==> config.mk <==
export PLATFORM = sky130hd
export DESIGN_NAME = pacman_mover
export DESIGN_NICKNAME = d
export VERILOG_FILES = /design/src/rtl/pacman_pkg.sv /design/src/rtl/move_tick_gen.sv /design/src/rtl/pacman_mover.sv
export SDC_FILE = /design/constraint.sdc
export NUM_CORES = 1
export LEC_CHECK = 0
export CORE_UTILIZATION = 45
export CTS_CLUSTER_DIAMETER = 30
export DETAILED_ROUTE_END_ITERATION = 8
export HOLD_SLACK_MARGIN = 0.02
export SLEW_MARGIN = 20
export SYNTH_ARGS = -nofsm -noshare
export SYNTH_HDL_FRONTEND = slang
export SYNTH_SLANG_ARGS = --single-unit
==> constraint.sdc <==
create_clock -name clk -period 3 [get_ports clk]
set_input_delay 0.6 -clock clk [delete_from_list [all_inputs] [get_ports clk]]
set_output_delay 0.6 -clock clk [all_outputs]
set_load 0.02 [all_outputs]
==> src/rtl/pacman_pkg.sv <==
// Shared definitions for the Pacman movement controller: direction codes,
// coordinate width and FSM state encoding.
package pacman_pkg;

   localparam int unsigned COORD_W = 9;
   localparam int unsigned DIR_W   = 4;
   localparam int unsigned TICK_W  = 24;

   localparam logic [DIR_W-1:0] DIR_L    = 4'b1000;
   localparam logic [DIR_W-1:0] DIR_U    = 4'b0100;
   localparam logic [DIR_W-1:0] DIR_R    = 4'b0010;
   localparam logic [DIR_W-1:0] DIR_D    = 4'b0001;
   localparam logic [DIR_W-1:0] DIR_NONE = 4'b0000;

   typedef logic [1:0] state_t;

   localparam state_t ST_IDLE     = 2'd0;
   localparam state_t ST_WAIT_REQ = 2'd1;
   localparam state_t ST_WAIT_CUR = 2'd2;

   function automatic logic is_one_hot(input logic [DIR_W-1:0] v);
      return (v == DIR_L) || (v == DIR_U) || (v == DIR_R) || (v == DIR_D);
   endfunction

endpackage

==> src/rtl/move_tick_gen.sv <==
// Free-running STEP_DIV counter; tick is high for the one cycle where the
// count equals STEP_DIV-1.
module move_tick_gen
   import pacman_pkg::*;
#(
   parameter logic [TICK_W-1:0] STEP_DIV = 24'd2_500_000
) (
   input  logic clk,
   input  logic rst,
   output logic tick
);

   logic [TICK_W-1:0] count_q, count_d;
   logic              tick_q, tick_d;

   // tick is registered from the next count so it lines up with count_q
   always_comb begin
      count_d = (count_q == STEP_DIV - TICK_W'(1)) ? '0 : count_q + TICK_W'(1);
      tick_d  = (count_d == STEP_DIV - TICK_W'(1));
   end

   always_ff @(posedge clk or posedge rst) begin
      if (rst) begin
         count_q <= '0;
         tick_q  <= 1'b0;
      end else begin
         count_q <= count_d;
         tick_q  <= tick_d;
      end
   end

   assign tick = tick_q;

endmodule

==> src/rtl/pacman_mover.sv <==
// Pacman movement controller: queries the collision checker on each tick and
// steps one tile. Define PACMAN_TUNNEL_WRAP_EN to wrap X at the tunnel edges.
module pacman_mover
   import pacman_pkg::*;
#(
   parameter logic [COORD_W-1:0] START_X   = 9'd14,
   parameter logic [COORD_W-1:0] START_Y   = 9'd23,
   parameter logic [TICK_W-1:0]  STEP_DIV  = 24'd2_500_000,
   parameter int unsigned        QUERY_LAT = 2,
   parameter logic [COORD_W-1:0] X_MIN     = 9'd0,
   parameter logic [COORD_W-1:0] X_MAX     = 9'd27
) (
   input  logic               clk,
   input  logic               rst,
   input  logic [DIR_W-1:0]   key_req,
   input  logic               collide,
   output logic [DIR_W-1:0]   query_dir,
   output logic [COORD_W-1:0] p_x,
   output logic [COORD_W-1:0] p_y,
   output logic [DIR_W-1:0]   cur_dir,
   output logic               moved
);

   localparam int unsigned WAIT_W = (QUERY_LAT < 1) ? 1 : $clog2(QUERY_LAT + 1);

   logic               tick;
   state_t             state_q, state_d;
   logic [DIR_W-1:0]   req_q, req_d;
   logic [DIR_W-1:0]   cur_q, cur_d;
   logic [DIR_W-1:0]   query_q, query_d;
   logic [COORD_W-1:0] px_q, px_d;
   logic [COORD_W-1:0] py_q, py_d;
   logic               moved_q, moved_d;
   logic [WAIT_W-1:0]  wait_q, wait_d;

   logic [COORD_W-1:0] step_x_c, step_y_c;
   logic               oob_c, blocked_c, wait_done_c, do_step_c;

   move_tick_gen #(.STEP_DIV(STEP_DIV)) u_tick (
      .clk  (clk),
      .rst  (rst),
      .tick (tick)
   );

   // Target tile for the direction currently under query
   always_comb begin
      step_x_c = px_q;
      step_y_c = py_q;
      oob_c    = 1'b0;
      case (query_q)
         DIR_L: begin
            if (px_q == X_MIN) begin
`ifdef PACMAN_TUNNEL_WRAP_EN
               step_x_c = X_MAX;
`else
               oob_c    = 1'b1;
`endif
            end else begin
               step_x_c = px_q - COORD_W'(1);
            end
         end
         DIR_R: begin
            if (px_q == X_MAX) begin
`ifdef PACMAN_TUNNEL_WRAP_EN
               step_x_c = X_MIN;
`else
               oob_c    = 1'b1;
`endif
            end else begin
               step_x_c = px_q + COORD_W'(1);
            end
         end
         DIR_U:   step_y_c = py_q - COORD_W'(1);
         DIR_D:   step_y_c = py_q + COORD_W'(1);
         default: ;
      endcase
   end

   assign blocked_c   = collide | oob_c;
   assign wait_done_c = (wait_q == WAIT_W'(QUERY_LAT));

   // Next-state and datapath control
   always_comb begin
      state_d   = state_q;
      req_d     = is_one_hot(key_req) ? key_req : req_q;
      cur_d     = cur_q;
      query_d   = query_q;
      px_d      = px_q;
      py_d      = py_q;
      moved_d   = 1'b0;
      wait_d    = wait_q;
      do_step_c = 1'b0;

      case (state_q)
         ST_IDLE: begin
            wait_d = '0;
            if (tick) begin
               if ((req_q != DIR_NONE) && (req_q != cur_q)) begin
                  query_d = req_q;
                  state_d = ST_WAIT_REQ;
               end else if (cur_q != DIR_NONE) begin
                  query_d = cur_q;
                  state_d = ST_WAIT_CUR;
               end
            end
         end
         ST_WAIT_REQ: begin
            if (!wait_done_c) begin
               wait_d = wait_q + WAIT_W'(1);
            end else begin
               wait_d = '0;
               if (!blocked_c) begin
                  cur_d     = query_q;
                  do_step_c = 1'b1;
                  state_d   = ST_IDLE;
               end else if (cur_q != DIR_NONE) begin
                  query_d = cur_q;
                  state_d = ST_WAIT_CUR;
               end else begin
                  state_d = ST_IDLE;
               end
            end
         end
         ST_WAIT_CUR: begin
            if (!wait_done_c) begin
               wait_d = wait_q + WAIT_W'(1);
            end else begin
               wait_d    = '0;
               do_step_c = !blocked_c;
               state_d   = ST_IDLE;
            end
         end
         default: state_d = ST_IDLE;
      endcase

      if (do_step_c) begin
         px_d    = step_x_c;
         py_d    = step_y_c;
         moved_d = 1'b1;
      end
   end

   always_ff @(posedge clk or posedge rst) begin
      if (rst) begin
         state_q <= ST_IDLE;
         req_q   <= DIR_NONE;
         cur_q   <= DIR_NONE;
         query_q <= DIR_NONE;
         px_q    <= START_X;
         py_q    <= START_Y;
         moved_q <= 1'b0;
         wait_q  <= '0;
      end else begin
         state_q <= state_d;
         req_q   <= req_d;
         cur_q   <= cur_d;
         query_q <= query_d;
         px_q    <= px_d;
         py_q    <= py_d;
         moved_q <= moved_d;
         wait_q  <= wait_d;
      end
   end

   assign query_dir = query_q;
   assign p_x       = px_q;
   assign p_y       = py_q;
   assign cur_dir   = cur_q;
   assign moved     = moved_q;

endmodule

==> impl_metrics.yaml, run 1 <==
timing:
  worst_pin_slew_ns: 0.691
  clock_skew_ns: 0.0118
  fin_setup_tns_ns: 0
  finalSetupViolations: 0
  hold_viol: 0
  min_period_ns: 2.70
  fin_hold_ws_ns: 0.475
  min_period_over_period: 0.899
  drv_slew: 0
  slew_headroom: 0.536
  max_freq_ghz: 0.371
  rsz0062_at_grt: "false"
routing:
  drt_pass1_iterations: 4
  route.detailed.drc: 0
  antenna_left: 0
  first_iter_violations: 68
  post_drt_wl_per_cell_um: 15.0
  drt_wl_total_um: 7780
  viasPerCell: 5.44
  vias: 2830
logic_synthesis:
  yosysSeqAreaShare: 0.396
  yosysWarningCount: 0
  synth_nets: 398
  synth_ff_type: "dfrtp_1"
  synth_edf_count: 0
  synth_area_leaders: "dfrtp_1, xnor2_1, ha_1, dfstp_2, mux2_4"
  ys_async_sr_fraction: 1.00
  synth_top_area_frac: 0.348
  syn_avg_cell_area_um2: 10.3
  synthTopCellsByCount: "dfrtp_1, xnor2_1, nor2_1"
  yosysMostFrequentCell: "dfrtp_1"
  synth.distinct_cells: 65
  ys_seq_elements: 60
  syn_area_um2: 3810
  yosysTopAreaCell: "dfrtp_1"
  postSynthCellCount: 370
worst_setup_path:
  critPathRequiredTime_ns: 3.22
  start_kind: "flop"
  critPathBufInv: 1
  end_kind: "flop"
  cp_max_fo: 8
  crit_type: "flop to flop"
  cpPeakStageDelay_ns: 0.47
  crit_family: "compound AO/OA/AOI/OAI gates"
  cp.arrival_ns: 2.92
  cp_slowest_cell: "dfrtp_1"
  crit_chain: "nor4b_2 -> inv_1 -> ha_1 -> a21o_1 -> a211oi_1 -> o21ai_0 -> o311ai_0 -> xnor2_1 -> mux2_4"
clock_network:
  cts_tree: "yes"
  path_clk_slew_ns: 0.07
  cts_buffers: 9
  cts_repair_resize_count: 0
  insertion_delay_ns: 0.34
  clockRootBuffer: "clkbuf_8"
  cts_hold_buf: 0
  cts_sinks: 60
  h-tree-depth: 3
  post-cts-setup-buffers: 0
  clk_path_buf_depth: 2
power:
  switching_share: 0.251
  clockPowerShare: 0.383
  p_comb_frac: 0.084
  seqPwrFrac: 0.533
  power_leakage_nw: 1.85
  vdd_drop_max_mv: 0.222
  powerDensity_nw_per_um2: 354
  p_sw_mw: 0.395
  cellInternalPower_mw: 1.18
  power_mw: 1.57
finish:
  multi_input_area_um2: 2210
  drive_gt1_frac: 0.149
  syn_to_final_growth_pct: 16.3
  finalNetCount: 439
  final_cells: 520
  diodes: 0
  final_area_um2: 4430
  fill_cells: 782
  ff_latch_area_um2: 1510
floorplan:
  die_height_um: 94.0
  initial_utilization: 0.464
  rows: 33
  core_um2: 8220
  die_w_um: 94.0
  die_area_um2: 8840
  num_io_pins: 34
status:
  status: "finished clean"
grt:
  grt_first_pass_wirelength_um: 12800
  grt_pass1_vias: 2648
  grt_max_degree: 35
  grt_overflow: 0
  grt_use_total: 0.190
  grt_antenna_before_repair: 0
flow_run:
  maxCapViolCount: 0
placed_design:
  dp.cells: 505
  finalWeightedCongestion: 0.826
  dpl_cell_area_um2: 4280
  portBuffers: 33
  hpwl_um: 5720
worst_hold_path:
  hold_class: "flop to flop"
## kinds of logic (layout without fill, tap and decap cells)
logic type               after synthesis  count (layout)  share of synthesized area
AND/OR/NAND/NOR                      134             134                      0.208
AO/OA/AOI/OAI                         68              68                      0.120
flip-flops                            60              60                      0.396
XOR/XNOR                              43              43                     0.0988
multiplexers                          23              23                     0.0768
adder cells (fa/ha/maj)               22              22                     0.0755
buffers and inverters                 20              65                     0.0243
## worst paths after layout
kind / from / to / slack, ns / cells past startpoint
worst max-delay path: query_dir[0] / p_x[7] / 0.30 / 9
worst min-delay path: p_y[8] / p_y[8] / 0.48 / 1
worst max register to register: query_dir[0] / p_x[7] / 0.30 / 9
worst min register to register: p_y[8] / p_y[8] / 0.48 / 1
max in group asynchronous: rst / u_tick.count_q[19] / 1.76 / 3
min in group asynchronous: rst / p_y[3] / 0.65 / 2
## power groups by stage
stage / sequential, mW / clock [mW] / combinational, mW
after floorplan: 0.851 / 0 / 0.0958
after global placement: 0.852 / 0 / 0.132
after detailed placement: 0.853 / 0 / 0.134
after CTS: 0.837 / 0.628 / 0.135
after global routing: 0.838 / 0.667 / 0.148
final: 0.837 / 0.602 / 0.132
## layer usage
metal / vias up / GRT usage / wire, um
met2: 48 / 0.299 / 3450
li1: 1433 / - / -
met1: 1335 / 0.251 / 3940
met4: 0 / 0.0795 / 135
met3: 14 / 0.0405 / 257
met5: - / 0 / 0
## placed cells by master, fill, tap and decap left out, drive strengths merged, types with 5 or more instances in the layout
cell type	Yosys	routed
dfrtp	53	53
clkdlybuf4s50	0	33
xnor2	32	32
nor2	27	27
nand2	23	23
ha	19	19
nor3	19	19
o21ai	17	17
mux2	17	17
a21oi	13	13
clkbuf	6	12
xor2	11	11
inv	11	11
nand4	9	9
nand3	8	8
a21o	7	7
dfstp	7	7
nor4	7	7
mux2i	6	6
a211oi	6	6
buf	2	6
or2	5	5
and2	5	5
## sequential cells by signal (all words and copies together), names as in the netlist
signal / count
u_tick.count_q: 24
p_x: 9
p_y: 9
cur_dir: 4
query_dir: 4
req_q: 4
state_q: 2
wait_q: 2
moved: 1
u_tick.tick: 1
## cell type report
| cell class | instances | share of cell area |
|---|---|---|
| inverters | 11 | 0.00931 |
| flip-flops and latches | 60 | 0.341 |
| multi-input cells | 290 | 0.498 |
| repair buffers | 39 | 0.0875 |
| clock inverters | 3 | 0.00395 |
| clock buffers | 12 | 0.0305 |
| well taps | 105 | 0.0296 |
## per-stage QoR
| step | worst slack (ns) | utilization |
|---|---|---|
| floorplan | 0.455 | - |
| global placement | 0.404 | 0.521 |
| detailed placement | 0.332 | 0.521 |
| CTS | 0.334 | 0.540 |
| global route | 0.104 | 0.540 |
| finish | 0.304 | 0.540 |
## worst register-to-register path: stages (launching register included)
cell and delay [ns]:
dfrtp_1 0.47, nor4b_2 0.43, inv_1 0.26, ha_1 0.32, a21o_1 0.19, a211oi_1 0.29, o21ai_0 0.14, o311ai_0 0.12
xnor2_1 0.11, mux2_4 0.26
Note: power is estimated with default switching activity, not from simulation.
==> run 2, diff against run 1 <==
--- a/config.mk
+++ b/config.mk
@@ -5,6 +5,7 @@
 export SDC_FILE = /design/constraint.sdc
 export NUM_CORES = 1
 export LEC_CHECK = 0
+export CORE_ASPECT_RATIO = 1.2
 export CORE_UTILIZATION = 45
 export CTS_CLUSTER_DIAMETER = 30
 export DETAILED_ROUTE_END_ITERATION = 8
==> run 2 against run 1 <==
- die area hardly changed
- critical path depth stayed put
- sequential power is essentially flat
- register-to-register slack gained 0.13 ns
- hold slack gained 0.0037 ns
- setup slack better by 0.13 ns
- largest cell class unchanged
==> impl_metrics.yaml, run 2 (synthesis gave the netlist of run 1 again) <==
timing:
  min_period_ns: 2.57
  clock_skew_ns: 0.0122
  drv_slew: 0
  fin_setup_tns_ns: 0
  fin_hold_ws_ns: 0.479
  slew_headroom: 0.545
  finalSetupViolations: 0
  hold_viol: 0
  max_freq_ghz: 0.390
  worst_pin_slew_ns: 0.677
  rsz0062_at_grt: "false"
  min_period_over_period: 0.856
clock_network:
  path_clk_slew_ns: 0.06
  clockRootBuffer: "clkbuf_8"
  post-cts-setup-buffers: 0
  cts_buffers: 9
  insertion_delay_ns: 0.33
  cts_sinks: 60
  clk_path_buf_depth: 2
  cts_hold_buf: 0
  cts_repair_resize_count: 0
  h-tree-depth: 3
  cts_tree: "yes"
routing:
  drt_pass1_iterations: 4
  route.detailed.drc: 0
  antenna_left: 0
  viasPerCell: 5.46
  post_drt_wl_per_cell_um: 14.7
  first_iter_violations: 79
  drt_wl_total_um: 7800
  vias: 2894
worst_setup_path:
  cpPeakStageDelay_ns: 0.47
  start_kind: "flop"
  crit_start: "query_dir[0]"
  crit_type: "flop to flop"
  r2r_slack_ns: 0.43
  r2r_start: "query_dir[0]"
  rr_endpoint: "p_x[7]"
  critPathBufInv: 1
  cp.arrival_ns: 2.77
  crit_chain: "nor4b_2 -> inv_1 -> ha_1 -> a21o_1 -> a211oi_1 -> o21ai_0 -> o311ai_0 -> xnor2_1 -> mux2_4"
  cp_max_fo: 8
  end_kind: "flop"
  r2r_cells: 9
  crit_family: "compound AO/OA/AOI/OAI gates"
  cp_slowest_cell: "dfrtp_1"
  critPathRequiredTime_ns: 3.21
finish:
  layout_common_cells: "dfrtp_1, clkdlybuf4s50_1, xnor2_1"
  diodes: 0
  largest_register: "u_tick.count_q"
  largest_reg_flops: 24
  mostFrequentLayoutCell: "dfrtp_1"
  drive_gt1_frac: 0.151
  finalNetCount: 439
  syn_to_final_growth_pct: 17.3
worst_hold_path:
  min_to: "p_y[8]"
  min_from: "p_y[8]"
  hold_class: "flop to flop"
  hold_depth: 1
power:
  vdd_drop_max_mv: 0.187
  seqPwrFrac: 0.511
  cellInternalPower_mw: 1.25
  switching_share: 0.237
  p_comb_frac: 0.081
  p_sw_mw: 0.389
  powerDensity_nw_per_um2: 367
  clockPowerShare: 0.409
  power_leakage_nw: 1.87
floorplan:
  core_um2: 8150
  die_w_um: 86.0
  die_area_um2: 8850
  rows: 36
  num_io_pins: 34
  die_height_um: 103
  initial_utilization: 0.468
grt:
  grt_pass1_vias: 2914
  grt_first_pass_wirelength_um: 13500
  grt_overflow: 0
  grt_max_degree: 61
  grt_antenna_before_repair: 0
  grt_use_total: 0.198
placed_design:
  hpwl_um: 5740
  finalWeightedCongestion: 0.880
  portBuffers: 33
flow_run:
  maxCapViolCount: 0
status:
  status: "finished clean"
[run 2: changes by cell type in the layout (fill, tap and decap cells not counted), sizes merged]
cell      delta
clkbuf       +3
clkinvlp     -1
clkinv       -1
[run 2: area by class of cell]
| type | instances | area, um2 |
|---|---|---|
| Clock buffer | 15 | 176 |
| Clock inverter | 1 | 5.00 |
| Fill cell | 727 | 3680 |
| Inverter | 11 | 41.3 |
| Multi-Input combinational cell | 290 | 2210 |
| Sequential cell | 60 | 1510 |
| Tap cell | 114 | 143 |
| Timing Repair Buffer | 39 | 388 |
[run 2: worst max-delay path by stage]
stage              to  slack, ns  cells past startpoint
2_1_floorplan  p_x[7]       0.45                      9
3_3_place_gp   p_x[7]       0.45                      9
3_5_place_dp   p_x[8]       0.44                      9
4_1_cts        p_x[7]       0.42                      9
5_1_grt        p_x[7]       0.21                      9
6_report       p_x[7]       0.43                      9
[run 2: worst reg2reg max path: stages (launching register included)]
cell	delay, ns
dfrtp_1	0.47
nor4b_2	0.35
inv_1	0.23
ha_1	0.32
a21o_1	0.19
a211oi_1	0.28
o21ai_0	0.13
o311ai_0	0.12
xnor2_1	0.11
mux2_4	0.26
[run 2: metrics by stage]
| stage | power (mW) | setup WS, ns | utilization | cell area [um2] | instances |
|---|---|---|---|---|---|
| finish | 1.64 | 0.433 | 0.549 | 4470 | 530 |
| global route | 1.72 | 0.212 | 0.549 | 4470 | 530 |
| CTS | 1.67 | 0.416 | 0.549 | 4470 | 530 |
| detailed placement | 0.987 | 0.445 | 0.526 | 4290 | 514 |
| global placement | 0.985 | 0.450 | 0.526 | 4290 | 514 |
| floorplan | 0.947 | 0.455 | - | 3810 | 370 |
[run 2: power by group through the flow]
stage | Sequential [mW] | Clock, mW | Combinational [mW]
after global placement | 0.852 | 0 | 0.133
after global routing | 0.839 | 0.728 | 0.149
final | 0.837 | 0.670 | 0.133
after CTS | 0.837 | 0.699 | 0.136
after detailed placement | 0.852 | 0 | 0.135
after floorplan | 0.851 | 0 | 0.0958
[run 2: per-layer routing]
layer | vias to the layer above | GRT usage | part of all wire
li1 | 1437 | - | -
met1 | 1397 | 0.236 | 0.44
met2 | 44 | 0.340 | 0.50
met3 | 16 | 0.0416 | 0.029
met4 | 0 | 0.0974 | 0.029
met5 | - | 0 | 0
